$ cat config.mk
export PLATFORM = sky130hd
export DESIGN_NAME = mem_arbiter
export DESIGN_NICKNAME = d
export VERILOG_FILES = /design/src/rtl/mem_arbiter.sv
export SDC_FILE = /design/constraint.sdc
export NUM_CORES = 1
export LEC_CHECK = 0
export BUFFER_PORTS_ARGS = -buffer_cell sky130_fd_sc_hd__buf_2
export CAP_MARGIN = 20
export CORE_MARGIN = 2
export CORE_UTILIZATION = 25
export CTS_BUF_LIST = sky130_fd_sc_hd__clkbuf_2
export DETAILED_ROUTE_END_ITERATION = 16
export PLACE_DENSITY = 0.57
export SLEW_MARGIN = 20
export SYNTH_ARGS = -nofsm -noshare
export SYNTH_HDL_FRONTEND = slang
export SYNTH_SLANG_ARGS = --single-unit
$ cat constraint.sdc
create_clock -name clk_i -period 6 [get_ports clk_i]
set_input_delay 1.2 -clock clk_i [delete_from_list [all_inputs] [get_ports clk_i]]
set_output_delay 1.2 -clock clk_i [all_outputs]
set_load 0.05 [all_outputs]
$ cat src/rtl/mem_arbiter.sv
// Two-port memory arbiter: shares one backing memory between instruction fetch and data access.
// Data wins by default; a saturating starvation counter forces a fetch grant after STARVE_LIMIT data grants.
module mem_arbiter #(
  parameter int unsigned STARVE_LIMIT = 4
) (
  input  logic        clk_i,
  input  logic        rst_i,
  input  logic        if_req_i,
  input  logic [31:0] if_addr_i,
  output logic        if_ack_o,
  output logic [31:0] if_rdata_o,
  input  logic        dm_req_i,
  input  logic        dm_we_i,
  input  logic [31:0] dm_addr_i,
  input  logic [31:0] dm_wdata_i,
  output logic        dm_ack_o,
  output logic [31:0] dm_rdata_o,
  output logic        if_stall_o,
  output logic        dm_stall_o,
  output logic        mem_enable_o,
  output logic        mem_write_o,
  output logic [31:0] mem_addr_o,
  output logic [31:0] mem_wdata_o,
  input  logic        mem_ack_i,
  input  logic [31:0] mem_rdata_i
);

  localparam int unsigned CNT_W = 3;
  localparam int unsigned DW    = 32;

  typedef enum logic [1:0] {
    IDLE    = 2'd0,
    IF_BUSY = 2'd1,
    DM_BUSY = 2'd2
  } state_t;

  state_t           r_state;
  state_t           w_state_nxt;
  logic [CNT_W-1:0] r_starve_cnt;
  logic [CNT_W-1:0] w_starve_nxt;
  logic             r_mem_enable;
  logic             r_mem_write;
  logic [DW-1:0]    r_mem_addr;
  logic [DW-1:0]    r_mem_wdata;
  logic             w_starved;
  logic             w_grant_if;
  logic             w_grant_dm;
  logic             w_mem_done;

  // Completion is only honoured after the enable cycle of a busy state.
  assign w_mem_done = (r_state != IDLE) & ~r_mem_enable & mem_ack_i & ~rst_i;
  assign w_starved  = if_req_i & (r_starve_cnt == CNT_W'(STARVE_LIMIT));

  always_comb begin
    w_state_nxt  = r_state;
    w_grant_if   = 1'b0;
    w_grant_dm   = 1'b0;
    w_starve_nxt = r_starve_cnt;
    case (r_state)
      IDLE: begin
        if (dm_req_i && !w_starved) begin
          w_grant_dm  = 1'b1;
          w_state_nxt = DM_BUSY;
        end else if (if_req_i) begin
          w_grant_if  = 1'b1;
          w_state_nxt = IF_BUSY;
        end
        if (w_grant_if || !if_req_i) begin
          w_starve_nxt = '0;
        end else if (w_grant_dm && (r_starve_cnt != '1)) begin
          w_starve_nxt = r_starve_cnt + CNT_W'(1);
        end
      end
      IF_BUSY, DM_BUSY: begin
        if (w_mem_done) w_state_nxt = IDLE;
      end
      default: w_state_nxt = IDLE;
    endcase
  end

  // Memory-side command is captured at the grant edge and held until return to IDLE.
  always_ff @(posedge clk_i or posedge rst_i) begin
    if (rst_i) begin
      r_state      <= IDLE;
      r_starve_cnt <= '0;
      r_mem_enable <= 1'b0;
      r_mem_write  <= 1'b0;
      r_mem_addr   <= '0;
      r_mem_wdata  <= '0;
    end else begin
      r_state      <= w_state_nxt;
      r_starve_cnt <= w_starve_nxt;
      r_mem_enable <= w_grant_if | w_grant_dm;
      if (w_grant_dm) begin
        r_mem_write <= dm_we_i;
        r_mem_addr  <= dm_addr_i;
        r_mem_wdata <= dm_wdata_i;
      end else if (w_grant_if) begin
        r_mem_write <= 1'b0;
        r_mem_addr  <= if_addr_i;
        r_mem_wdata <= '0;
      end
    end
  end

  assign if_ack_o     = w_mem_done & (r_state == IF_BUSY);
  assign dm_ack_o     = w_mem_done & (r_state == DM_BUSY);
  assign if_rdata_o   = if_ack_o ? mem_rdata_i : '0;
  assign dm_rdata_o   = dm_ack_o ? mem_rdata_i : '0;
  assign if_stall_o   = if_req_i & ~if_ack_o;
  assign dm_stall_o   = dm_req_i & ~dm_ack_o;
  assign mem_enable_o = r_mem_enable;
  assign mem_write_o  = r_mem_write;
  assign mem_addr_o   = r_mem_addr;
  assign mem_wdata_o  = r_mem_wdata;

endmodule

==> summary.log, run 1 <==
INFO  pwr            internal_power=1.31mW
INFO  critical_path  worstSetupStartpointType=flip-flop
INFO  global_routing grt_max_degree=72
INFO  pwr            clock_power_share=0.121
INFO  clock_tree     clkTransAtPathRegs=0.21ns
INFO  logic_synthesis total_of_flip_flops_plus_latches_after_synthesis=71
INFO  detailed_routing top_layer=met4
INFO  critical_path  required=4.80ns
INFO  detailed_routing ant_nets=0
INFO  detailed_routing dr.first_iter.drc_count=209
INFO  critical_path  critical_path.cell_chain=inv_1 -> ha_1 -> nor4b_4 -> buf_4 -> and3_1 -> buf_2
INFO  place          place_congestion=0.736
INFO  clock_tree     post_cts_buffers=0
INFO  critical_path  timing.rr.start=r_state[1]
INFO  detailed_routing met2_wirelength=5870um
INFO  place          pre_cts_setup_slack=2.26ns
INFO  sta            timing_max_transition_violations_final=0
INFO  sta            slew_headroom=0.397
INFO  detailed_routing wl_met1=4850um
INFO  pwr            comb_power_share=0.590
INFO  sta            finalSetupTns=0ns
INFO  logic_synthesis asyncSetResetFlopFracSynth=1.00
INFO  logic_synthesis ys_types=30
INFO  global_routing grt_antenna_before_repair=0
INFO  logic_synthesis avgSynthCellArea=10.4um2
INFO  die            die_x=124um
INFO  logic_synthesis synth_enable_flop_cells=0
INFO  logic_synthesis synth_area=3580um2
INFO  final_layout   area_grow_syn2layout=42.9%
INFO  global_routing first_global_vias=3545
INFO  detailed_routing post_drt_via_cell_ratio=4.91
INFO  sta            setup_repair_after_global_routing_missed_its_margin=no
INFO  final_layout   diodes=0
INFO  logic_synthesis synth_top_area_cell=dfrtp_1
INFO  critical_path  reg2reg_slack=3.76ns
INFO  die            initial_util=0.257
INFO  clock_tree     cts.root.buffer_cell=clkbuf_2
INFO  place          detailed_place.area=4960um2
INFO  clock_tree     deepest_level_of_the_cts_h_tree=3
INFO  pwr            p_per_area=574nW/um2
INFO  sta            hold_viol_final=0
INFO  outcome        status=complete, no violations
INFO  clock_tree     post_cts_resized=0
INFO  final_layout   drive_gt1_frac=0.497
INFO  die            row_count=43
INFO  logic_synthesis synth.top_cells.by_count=dfrtp_1, and3_1, a22o_1
INFO  sta            finalClockSkew=0.0323ns
INFO  global_routing globalRouteOverflowTotal=0
INFO  sta            achievable-frequency=256MHz
INFO  place          port_buffers=267
INFO  die            floorplan.die_area=15300um2
INFO  logic_synthesis sequential_fraction_of_the_synthesis_area=0.497
INFO  detailed_routing routedWlPerCell=15.4um
INFO  logic_synthesis synth.most_common_cell=dfrtp_1
INFO  final_layout   instances_no_fill=775
INFO  detailed_routing dr_wl_met3=1030um
INFO  logic_synthesis synth_ff_type=dfrtp_1
INFO  final_layout   post_layout_utilization_of_the_core=0.367
INFO  die            fp.coreArea=13900um2
INFO  clock_tree     cts_hold_buf=0
INFO  die            boundaryPins=268
INFO  final_layout   finish.instance_area=5110um2
INFO  sta            tightestPinTransition=0.905ns
INFO  critical_path  timing.setup.critical_path_class=flip-flop to output port
INFO  detailed_routing routed_wirelength=11900um
INFO  global_routing global_route_wire_length_before_repair=17500um
INFO  clock_tree     cts_buffers=9
INFO  hold_path      holdCritStartpoint=mem_wdata_o[30]
INFO  logic_synthesis synthCells=345
INFO  critical_path  data_arrival_time_of_the_critical_path=2.70ns
INFO  critical_path  crit_path_end_kind=output port
INFO  pwr            part_of_the_power_in_registers=0.289
INFO  pwr            switching_share=0.554
INFO  clock_tree     cts_buffer_depth=2
INFO  detailed_routing route.detailed.drc=0
INFO  critical_path  worstPathMaxFanout=66
INFO  run            cap_viol_max_count=0
INFO  critical_path  slowest_delay=0.45ns
INFO  sta            setup-violations-final=0
INFO  critical_path  crit_path_start=r_state[1]
INFO  sta            worst_hold_slack=0.529ns
INFO  sta            finalWorstSetupSlack=2.10ns
INFO  global_routing all_layer_global_routing_usage=0.148
INFO  critical_path  critical_path.slowest_cell=dfrtp_1
INFO  logic_synthesis cell_types_with_the_largest_area_share_after_synthesis=dfrtp_1, and3_1, a22o_1, o32ai_1, nor3_1
INFO  final_layout   fin_nets=731
INFO  logic_synthesis mappedNetlistNets=485
INFO  place          dp_cells=760
INFO  pwr            power_switching=1.63mW
INFO  logic_synthesis netlist.area_leader.share=0.497
INFO  hold_path      hold_path.class=flip-flop to flip-flop
INFO  pwr            p_total=2.93mW
INFO  pwr            total_leakage_power=2.91nW
INFO  clock_tree     clock_sink_count=71
INFO  clock_tree     tritoncts=built
INFO  die            die_height=124um
INFO  detailed_routing first_pass_iters=4
INFO  clock_tree     clkLatencyLatePin=0.52ns
INFO  place          dp_hpwl=8600um
INFO  sta            min_period=3.90ns
INFO  sta            finalCritPeriodShare=0.650
INFO  detailed_routing vias=3803
INFO  pwr            vdd_drop_max=290uV
INFO  logic_synthesis yosysWarningCount=0
==> cells by family (layout without fill, tap and decap cells) <==
family	after synthesis	count (layout)	synth area share
and+or+nand+nor	149	149	0.229
AOI/OAI and AO/OA	74	74	0.179
DFF	71	71	0.497
buffers and inverters	44	294	0.0703
adders and majority gates	6	6	0.0210
muxes	1	1	0.00315
==> per-layer routing <==
layer | vias up | track usage
met2 | 195 | 0.253
met4 | 0 | 0.0518
met5 | - | 0
met1 | 1811 | 0.177
met3 | 15 | 0.0435
li1 | 1782 | -
==> worst max-delay path, delay by kind of cell, from the launching register on <==
family        cells  cell delay, ns
flops             1            0.45
buf+inv           3            0.79
fa+ha+maj         1            0.32
simple gates      2            0.60
==> state kept, by name (all words and copies together), names as in the netlist <==
register	cells
mem_enable_o	1
r_state	2
mem_write_o	1
r_starve_cnt	3
mem_addr_o	32
mem_wdata_o	32
==> layout by cell type, fill, tap and decap left out, types with 2 or more instances in the layout <==
cell type  count
nor2b_1        3
dfrtp_1       71
o32ai_1       33
and2_1         3
nor3_1        32
clkbuf_2       9
inv_1          4
buf_2        267
ha_1           6
inv_2          2
o21ai_0        2
bufinv_16      3
and3_1        65
nor2_1        33
nand2_1        5
a22o_1        35
buf_4          6
==> power groups by stage <==
stage	clock network, mW	registers [mW]	logic (mW)
5_1_grt	0.391	0.875	1.84
3_5_place_dp	0	0.848	1.75
6_report	0.354	0.847	1.73
2_1_floorplan	0	1.61	0.563
3_3_place_gp	0	0.848	1.72
4_1_cts	0.369	0.847	1.74
==> final timing paths <==
check | end | depth (start not counted)
max | dm_rdata_o[20] | 6
min | mem_wdata_o[30] | 1
max reg2reg | mem_addr_o[21] | 7
min reg2reg | mem_wdata_o[30] | 1
max in group asynchronous | mem_wdata_o[24] | 3
min in group asynchronous | mem_enable_o | 3
==> final cells by class <==
class                   instances  area (um2)
repair buffers                273        1380
flip-flops and latches         71        1780
well taps                     180         225
multi-input cells             230        1550
fillers                      1423        8820
inverters                       6        22.5
clock inverters                 6         110
clock buffers                   9        45.0
Power figures use the tool's default switching activity.
==> run 2, diff against run 1 <==
==> constraint.sdc (replaced) <==
create_clock -name clk_i -period 3.8 [get_ports clk_i]
set_input_delay 0.76 -clock clk_i [delete_from_list [all_inputs] [get_ports clk_i]]
set_output_delay 0.76 -clock clk_i [all_outputs]
set_load 0.05 [all_outputs]
==> run 2 against run 1 <==
Cell count up 0.39%. Combinational power up 57%. Highest routed layer unchanged. Largest power group unchanged. Routed wire length down 0.85%.
==> summary.log, run 2 (synthesized netlist as in run 1, its figures left out) <==
INFO  pwr            p_per_area=904nW/um2 [+58%]
INFO  critical_path  worstPathMaxFanout=68 [+3.0%]
INFO  detailed_routing vias=3775 [-0.74%]
INFO  critical_path  timing.rr.start=r_state[0]
INFO  detailed_routing routedWlPerCell=15.2um [-1.2%]
INFO  hold_path      hold_path.class=primary input to async pin
INFO  pwr            total_leakage_power=2.93nW [+0.45%]
INFO  critical_path  crit_path_end_kind=output port
INFO  clock_tree     cts_buffers=9 [unchanged]
INFO  clock_tree     post_cts_resized=0 [unchanged]
INFO  pwr            vdd_drop_max=492uV [+70%]
INFO  global_routing global_route_wire_length_before_repair=17100um [-2.4%]
INFO  final_layout   mostFrequentLayoutCell=buf_2
INFO  critical_path  worstSetupStartpointType=flip-flop
INFO  global_routing first_global_vias=3468 [-2.2%]
INFO  outcome        status=complete, no violations
INFO  sta            finalSetupTns=0ns [unchanged]
INFO  die            boundaryPins=268 [unchanged]
INFO  critical_path  slowest_delay=0.44ns [about the same]
INFO  final_layout   drive_gt1_frac=0.501 [+0.00336]
INFO  sta            finalClockSkew=0.0331ns [+0.000780 ns]
INFO  die            floorplan.die_area=15300um2 [unchanged]
INFO  sta            finalCritPeriodShare=0.899
INFO  critical_path  reg2reg_to=mem_addr_o[21]
INFO  sta            setup_repair_after_global_routing_missed_its_margin=no
INFO  clock_tree     cts_buffer_depth=2 [unchanged]
INFO  final_layout   fin_nets=732 [+0.14%]
INFO  detailed_routing first_pass_iters=4 [unchanged]
INFO  critical_path  critical_path.slowest_cell=buf_4
INFO  global_routing all_layer_global_routing_usage=0.147 [-0.000886]
INFO  critical_path  timing.setup.critical_path_class=flip-flop to output port
INFO  sta            finalWorstSetupSlack=0.382ns [-1.72 ns]
INFO  place          dp_hpwl=8820um [+2.6%]
INFO  critical_path  critical_path.cell_chain=inv_1 -> ha_1 -> nor4b_4 -> buf_4 -> and3_1 -> buf_2
INFO  clock_tree     clock_sink_count=71 [unchanged]
INFO  critical_path  r2r.worst_path.cells=7 [unchanged]
INFO  clock_tree     cts_hold_buf=0 [unchanged]
INFO  run            cap_viol_max_count=0 [unchanged]
INFO  global_routing grt_antenna_before_repair=1 [+1]
INFO  sta            hold_viol_final=0 [unchanged]
INFO  sta            slew_headroom=0.423 [+0.0262]
INFO  sta            min_period=3.42ns
INFO  clock_tree     clkLatencyLatePin=0.58ns [+0.06 ns]
INFO  critical_path  required=3.04ns [-1.76 ns]
INFO  clock_tree     tritoncts=built
INFO  place          port_buffers=267 [unchanged]
INFO  final_layout   layout.cells.most_common_list=buf_2, dfrtp_1, and3_1
INFO  die            row_count=43 [unchanged]
INFO  die            initial_util=0.257 [unchanged]
INFO  die            die_height=124um [unchanged]
INFO  detailed_routing ant_nets=0 [unchanged]
INFO  place          place_congestion=0.730 [-0.90%]
INFO  critical_path  cp_num_buf_inv=3 [unchanged]
INFO  sta            tightestPinTransition=0.865ns [-0.0393 ns]
INFO  critical_path  reg2reg_slack=1.63ns [-2.13 ns]
INFO  final_layout   area_grow_syn2layout=43.6%
INFO  clock_tree     post_cts_buffers=0 [unchanged]
INFO  clock_tree     deepest_level_of_the_cts_h_tree=3 [unchanged]
INFO  detailed_routing dr.first_iter.drc_count=175 [-16%]
INFO  global_routing grt_max_degree=69 [-4.2%]
INFO  clock_tree     clkTransAtPathRegs=0.23ns [+0.02 ns]
INFO  sta            timing_max_transition_violations_final=0 [unchanged]
INFO  detailed_routing routed_wirelength=11800um [-0.85%]
INFO  global_routing globalRouteOverflowTotal=0 [unchanged]
INFO  sta            setup-violations-final=0 [unchanged]
INFO  critical_path  data_arrival_time_of_the_critical_path=2.66ns [-0.04 ns]
INFO  place          pre_cts_setup_slack=1.01ns [-1.24 ns]
INFO  die            die_x=124um [unchanged]
INFO  sta            achievable-frequency=293MHz
INFO  critical_path  timing.critical_path.max_delay_family=buffers and inverters
INFO  die            fp.coreArea=13900um2 [unchanged]
INFO  detailed_routing post_drt_via_cell_ratio=4.85 [-1.1%]
INFO  detailed_routing route.detailed.drc=0 [unchanged]
INFO  clock_tree     cts.root.buffer_cell=clkbuf_2
-- run 2: cell types whose count changed in the layout (fill, tap and decap cells not counted), sizes merged --
cell / delta
buf: +1
clkbuf: +1
diode: +1
-- run 2: layout make-up --
| class | instances | area, um2 |
|---|---|---|
| Fill cell | 1428 | 8800 |
| Multi-Input combinational cell | 230 | 1550 |
| Inverter | 6 | 23.8 |
| Antenna cell | 1 | 2.50 |
| Clock buffer | 10 | 50.0 |
| Tap cell | 180 | 225 |
| Timing Repair Buffer | 274 | 1390 |
| Clock inverter | 6 | 118 |
| Sequential cell | 71 | 1780 |
-- run 2: worst max path at each step --
stage | to | from | cells after the start | slack [ns]
global placement | dm_rdata_o[20] | rst_i | 5 | 1.06
finish | dm_rdata_o[20] | r_state[0] | 6 | 0.38
detailed placement | dm_rdata_o[20] | rst_i | 5 | 1.01
floorplan | dm_stall_o | mem_ack_i | 3 | 1.02
global route | if_rdata_o[13] | r_state[0] | 6 | 0.14
CTS | dm_rdata_o[20] | r_state[0] | 6 | 0.31
-- run 2: through the flow --
stage | area, um2 | utilization | total power [mW] | hold slack [ns] | cells
floorplan | 3580 | - | 3.44 | 0.500 | 345
CTS | 5130 | 0.368 | 4.69 | 0.294 | 777
finish | 5130 | 0.369 | 4.64 | 0.307 | 778
global route | 5130 | 0.369 | 4.91 | 0.302 | 778
detailed placement | 4960 | 0.356 | 4.09 | 0.486 | 761
global placement | 4960 | 0.356 | 4.04 | 0.485 | 761
-- run 2: worst register-to-register path, delay by kind of cell, from the launching register on --
| family | cells | cell delay (ns) |
|---|---|---|
| buffers and inverters | 3 | 0.85 |
| AND/OR/NAND/NOR | 1 | 0.14 |
| flip-flops | 1 | 0.45 |
| adder cells (fa/ha/maj) | 1 | 0.38 |
| AO/OA/AOI/OAI | 2 | 0.29 |
-- run 2: power by group --
part | internal [mW] | switching, mW
combinational | 0.671 | 2.05
sequential | 1.11 | 0.217
clock | 0.292 | 0.297
-- run 2: metal layers --
metal	up-vias	wire length, um	GRT usage
li1	1789	-	-
met1	1786	4550	0.158
met2	189	5960	0.264
met3	11	1140	0.0517
met4	0	163	0.0561
met5	-	0	0
==> run 3, diff against run 2 <==
--- a/config.mk
+++ b/config.mk
@@ -5,7 +5,7 @@
 export SDC_FILE = /design/constraint.sdc
 export NUM_CORES = 1
 export LEC_CHECK = 0
-export BUFFER_PORTS_ARGS = -buffer_cell sky130_fd_sc_hd__buf_2
+export BUFFER_PORTS_ARGS = -buffer_cell sky130_fd_sc_hd__buf_4
 export CAP_MARGIN = 20
 export CORE_MARGIN = 2
 export CORE_UTILIZATION = 25
==> run 3 against run 2 <==
Combinational power grew 9.9%. Utilization up 4.3 points. Clock power is 34% lower. Sequential cell count did not move. Via count down 0.42%. Non-clock buffer count stayed put. Die area unchanged. Largest cell class is now buffers. Largest power group unchanged.
==> summary.log, run 3 (synthesized netlist as in run 1, its figures left out) <==
INFO  sta            tightestPinTransition=0.870ns [+0.00448 ns]
INFO  critical_path  required=3.04ns [about the same]
INFO  pwr            switching_share=0.549 [-0.00366]
INFO  detailed_routing routed_wirelength=12600um [+7.1%]
INFO  sta            achievable-frequency=294MHz [+0.34%]
INFO  die            initial_util=0.257 [unchanged]
INFO  pwr            internal_power=2.13mW [+2.8%]
INFO  clock_tree     deepest_level_of_the_cts_h_tree=3 [unchanged]
INFO  sta            setup_repair_after_global_routing_missed_its_margin=no
INFO  critical_path  cp_num_buf_inv=3 [unchanged]
INFO  critical_path  data_arrival_time_of_the_critical_path=2.65ns [about the same]
INFO  critical_path  reg2reg_slack=1.60ns [-0.03 ns]
INFO  critical_path  worstPathMaxFanout=66 [-2.9%]
INFO  clock_tree     clkTransAtPathRegs=0.23ns [about the same]
INFO  critical_path  crit_path_start=r_state[0]
INFO  sta            slew_headroom=0.420 [-0.00299]
INFO  final_layout   diodes=0 [-1]
INFO  sta            hold_viol_final=0 [unchanged]
INFO  final_layout   layout.cells.most_common_list=buf_4, dfrtp_1, and3_1
INFO  clock_tree     tritoncts=built
INFO  sta            finalCritPeriodShare=0.896 [-0.00308]
INFO  detailed_routing first_pass_iters=5 [+1]
INFO  final_layout   fin_nets=732 [unchanged]
INFO  critical_path  timing.setup.critical_path_class=flip-flop to output port
INFO  outcome        status=complete, no violations
INFO  clock_tree     cts.root.buffer_cell=clkbuf_2
INFO  global_routing all_layer_global_routing_usage=0.157 [+0.00971]
INFO  run            cap_viol_max_count=0 [unchanged]
INFO  global_routing grt_max_degree=67 [-2.9%]
INFO  die            die_height=124um [unchanged]
INFO  pwr            clock_power_share=0.082 [-0.045]
INFO  clock_tree     cts_buffer_depth=2 [unchanged]
INFO  critical_path  critical_path.cell_chain=inv_1 -> ha_1 -> nor4b_4 -> buf_4 -> and2_1 -> nor2b_1 -> buf_4
INFO  die            row_count=43 [unchanged]
INFO  critical_path  reg2reg_to=mem_addr_o[18]
INFO  final_layout   mostFrequentLayoutCell=buf_4
INFO  pwr            vdd_drop_max=495uV [+0.46%]
INFO  sta            min_period=3.41ns [-0.0117 ns]
INFO  die            die_x=124um [unchanged]
INFO  detailed_routing routedWlPerCell=16.3um [+7.2%]
INFO  detailed_routing dr.first_iter.drc_count=188 [+7.4%]
INFO  critical_path  critical_path.slowest_cell=buf_4
INFO  pwr            comb_power_share=0.633 [+0.047]
INFO  pwr            p_total=4.73mW [+1.9%]
INFO  clock_tree     post_cts_buffers=0 [unchanged]
INFO  global_routing grt_antenna_before_repair=0 [-1]
INFO  place          place_congestion=0.752 [+3.1%]
INFO  critical_path  timing.critical_path.max_delay_family=buffers and inverters
INFO  final_layout   drive_gt1_frac=0.501 [unchanged]
INFO  place          dp_hpwl=9360um [+6.1%]
INFO  global_routing first_global_vias=3666 [+5.7%]
INFO  die            floorplan.die_area=15300um2 [unchanged]
INFO  pwr            power_switching=2.60mW [+1.3%]
INFO  critical_path  crit_path_end_kind=output port
INFO  clock_tree     cts_hold_buf=0 [unchanged]
INFO  clock_tree     clkLatencyLatePin=0.53ns [-0.05 ns]
INFO  final_layout   area_grow_syn2layout=60.2%
INFO  die            boundaryPins=268 [unchanged]
INFO  detailed_routing ant_nets=0 [unchanged]
INFO  clock_tree     cts_buffers=9 [unchanged]
INFO  critical_path  r2r.worst_path.cells=7 [unchanged]
INFO  pwr            p_per_area=826nW/um2 [-8.6%]
INFO  clock_tree     clock_sink_count=71 [unchanged]
INFO  global_routing globalRouteOverflowTotal=0 [unchanged]
INFO  pwr            part_of_the_power_in_registers=0.285 [-0.002]
INFO  critical_path  slowest_delay=0.46ns [+0.02 ns]
INFO  global_routing global_route_wire_length_before_repair=18600um [+9.0%]
INFO  clock_tree     post_cts_resized=0 [unchanged]
INFO  critical_path  timing.rr.start=r_state[0]
INFO  critical_path  worstSetupStartpointType=flip-flop
INFO  place          port_buffers=267 [unchanged]
INFO  sta            finalSetupTns=0ns [unchanged]
INFO  detailed_routing vias=3759 [-0.42%]
INFO  hold_path      hold_path.class=primary input to async pin
INFO  die            fp.coreArea=13900um2 [unchanged]
INFO  sta            setup-violations-final=0 [unchanged]
INFO  sta            finalClockSkew=0.0243ns [-0.00874 ns]
INFO  sta            timing_max_transition_violations_final=0 [unchanged]
INFO  critical_path  critPathMostFrequentCell=buf_4
INFO  detailed_routing route.detailed.drc=0 [unchanged]
INFO  pwr            total_leakage_power=3.06nW [+4.5%]
INFO  detailed_routing post_drt_via_cell_ratio=4.84 [-0.30%]
[run 3: cell count changes in the layout (fill, tap and decap cells not counted), sizes merged]
cell,change
bufinv,-3
clkinv,+3
clkinvlp,-1
diode,-1
inv,+1
[run 3: worst max-delay path by stage]
| stage | end | cells past startpoint |
|---|---|---|
| global route | if_stall_o | 7 |
| global placement | dm_stall_o | 6 |
| detailed placement | if_stall_o | 7 |
| finish | if_stall_o | 7 |
| CTS | if_stall_o | 7 |
| floorplan | dm_stall_o | 3 |
[run 3: power groups by stage]
stage	clock (mW)	sequential [mW]	combinational (mW)
after floorplan	0	2.55	0.889
after global placement	0	1.35	2.98
after detailed placement	0	1.35	3.03
after CTS	0.407	1.35	3.02
after global routing	0.440	1.40	3.16
final	0.389	1.35	2.99
[run 3: final cells by class]
type                            instances  area (um2)
Sequential cell                        71        1780
Multi-Input combinational cell        230        1550
Clock inverter                          6        45.0
Timing Repair Buffer                  274        2060
Fill cell                            1385        8210
Clock buffer                           10        50.0
Tap cell                              180         225
Inverter                                6        23.8
[run 3: layer usage]
layer	vias to the layer above	GRT usage	wire length, um
met5	-	0	0
met4	0	0.0483	148
met3	12	0.0481	1190
met2	180	0.282	6440
met1	1779	0.177	4870
li1	1788	-	-
[run 3: stage by stage]
step / util / std cells / hold slack, ns / cell area (um2) / setup slack, ns
after floorplan: - / 345 / 0.500 / 3580 / 1.02
after global placement: 0.404 / 761 / 0.493 / 5630 / 1.06
after detailed placement: 0.404 / 761 / 0.494 / 5630 / 0.989
after CTS: 0.411 / 777 / 0.372 / 5720 / 0.384
after global routing: 0.411 / 777 / 0.361 / 5730 / 0.140
final: 0.411 / 777 / 0.339 / 5730 / 0.394
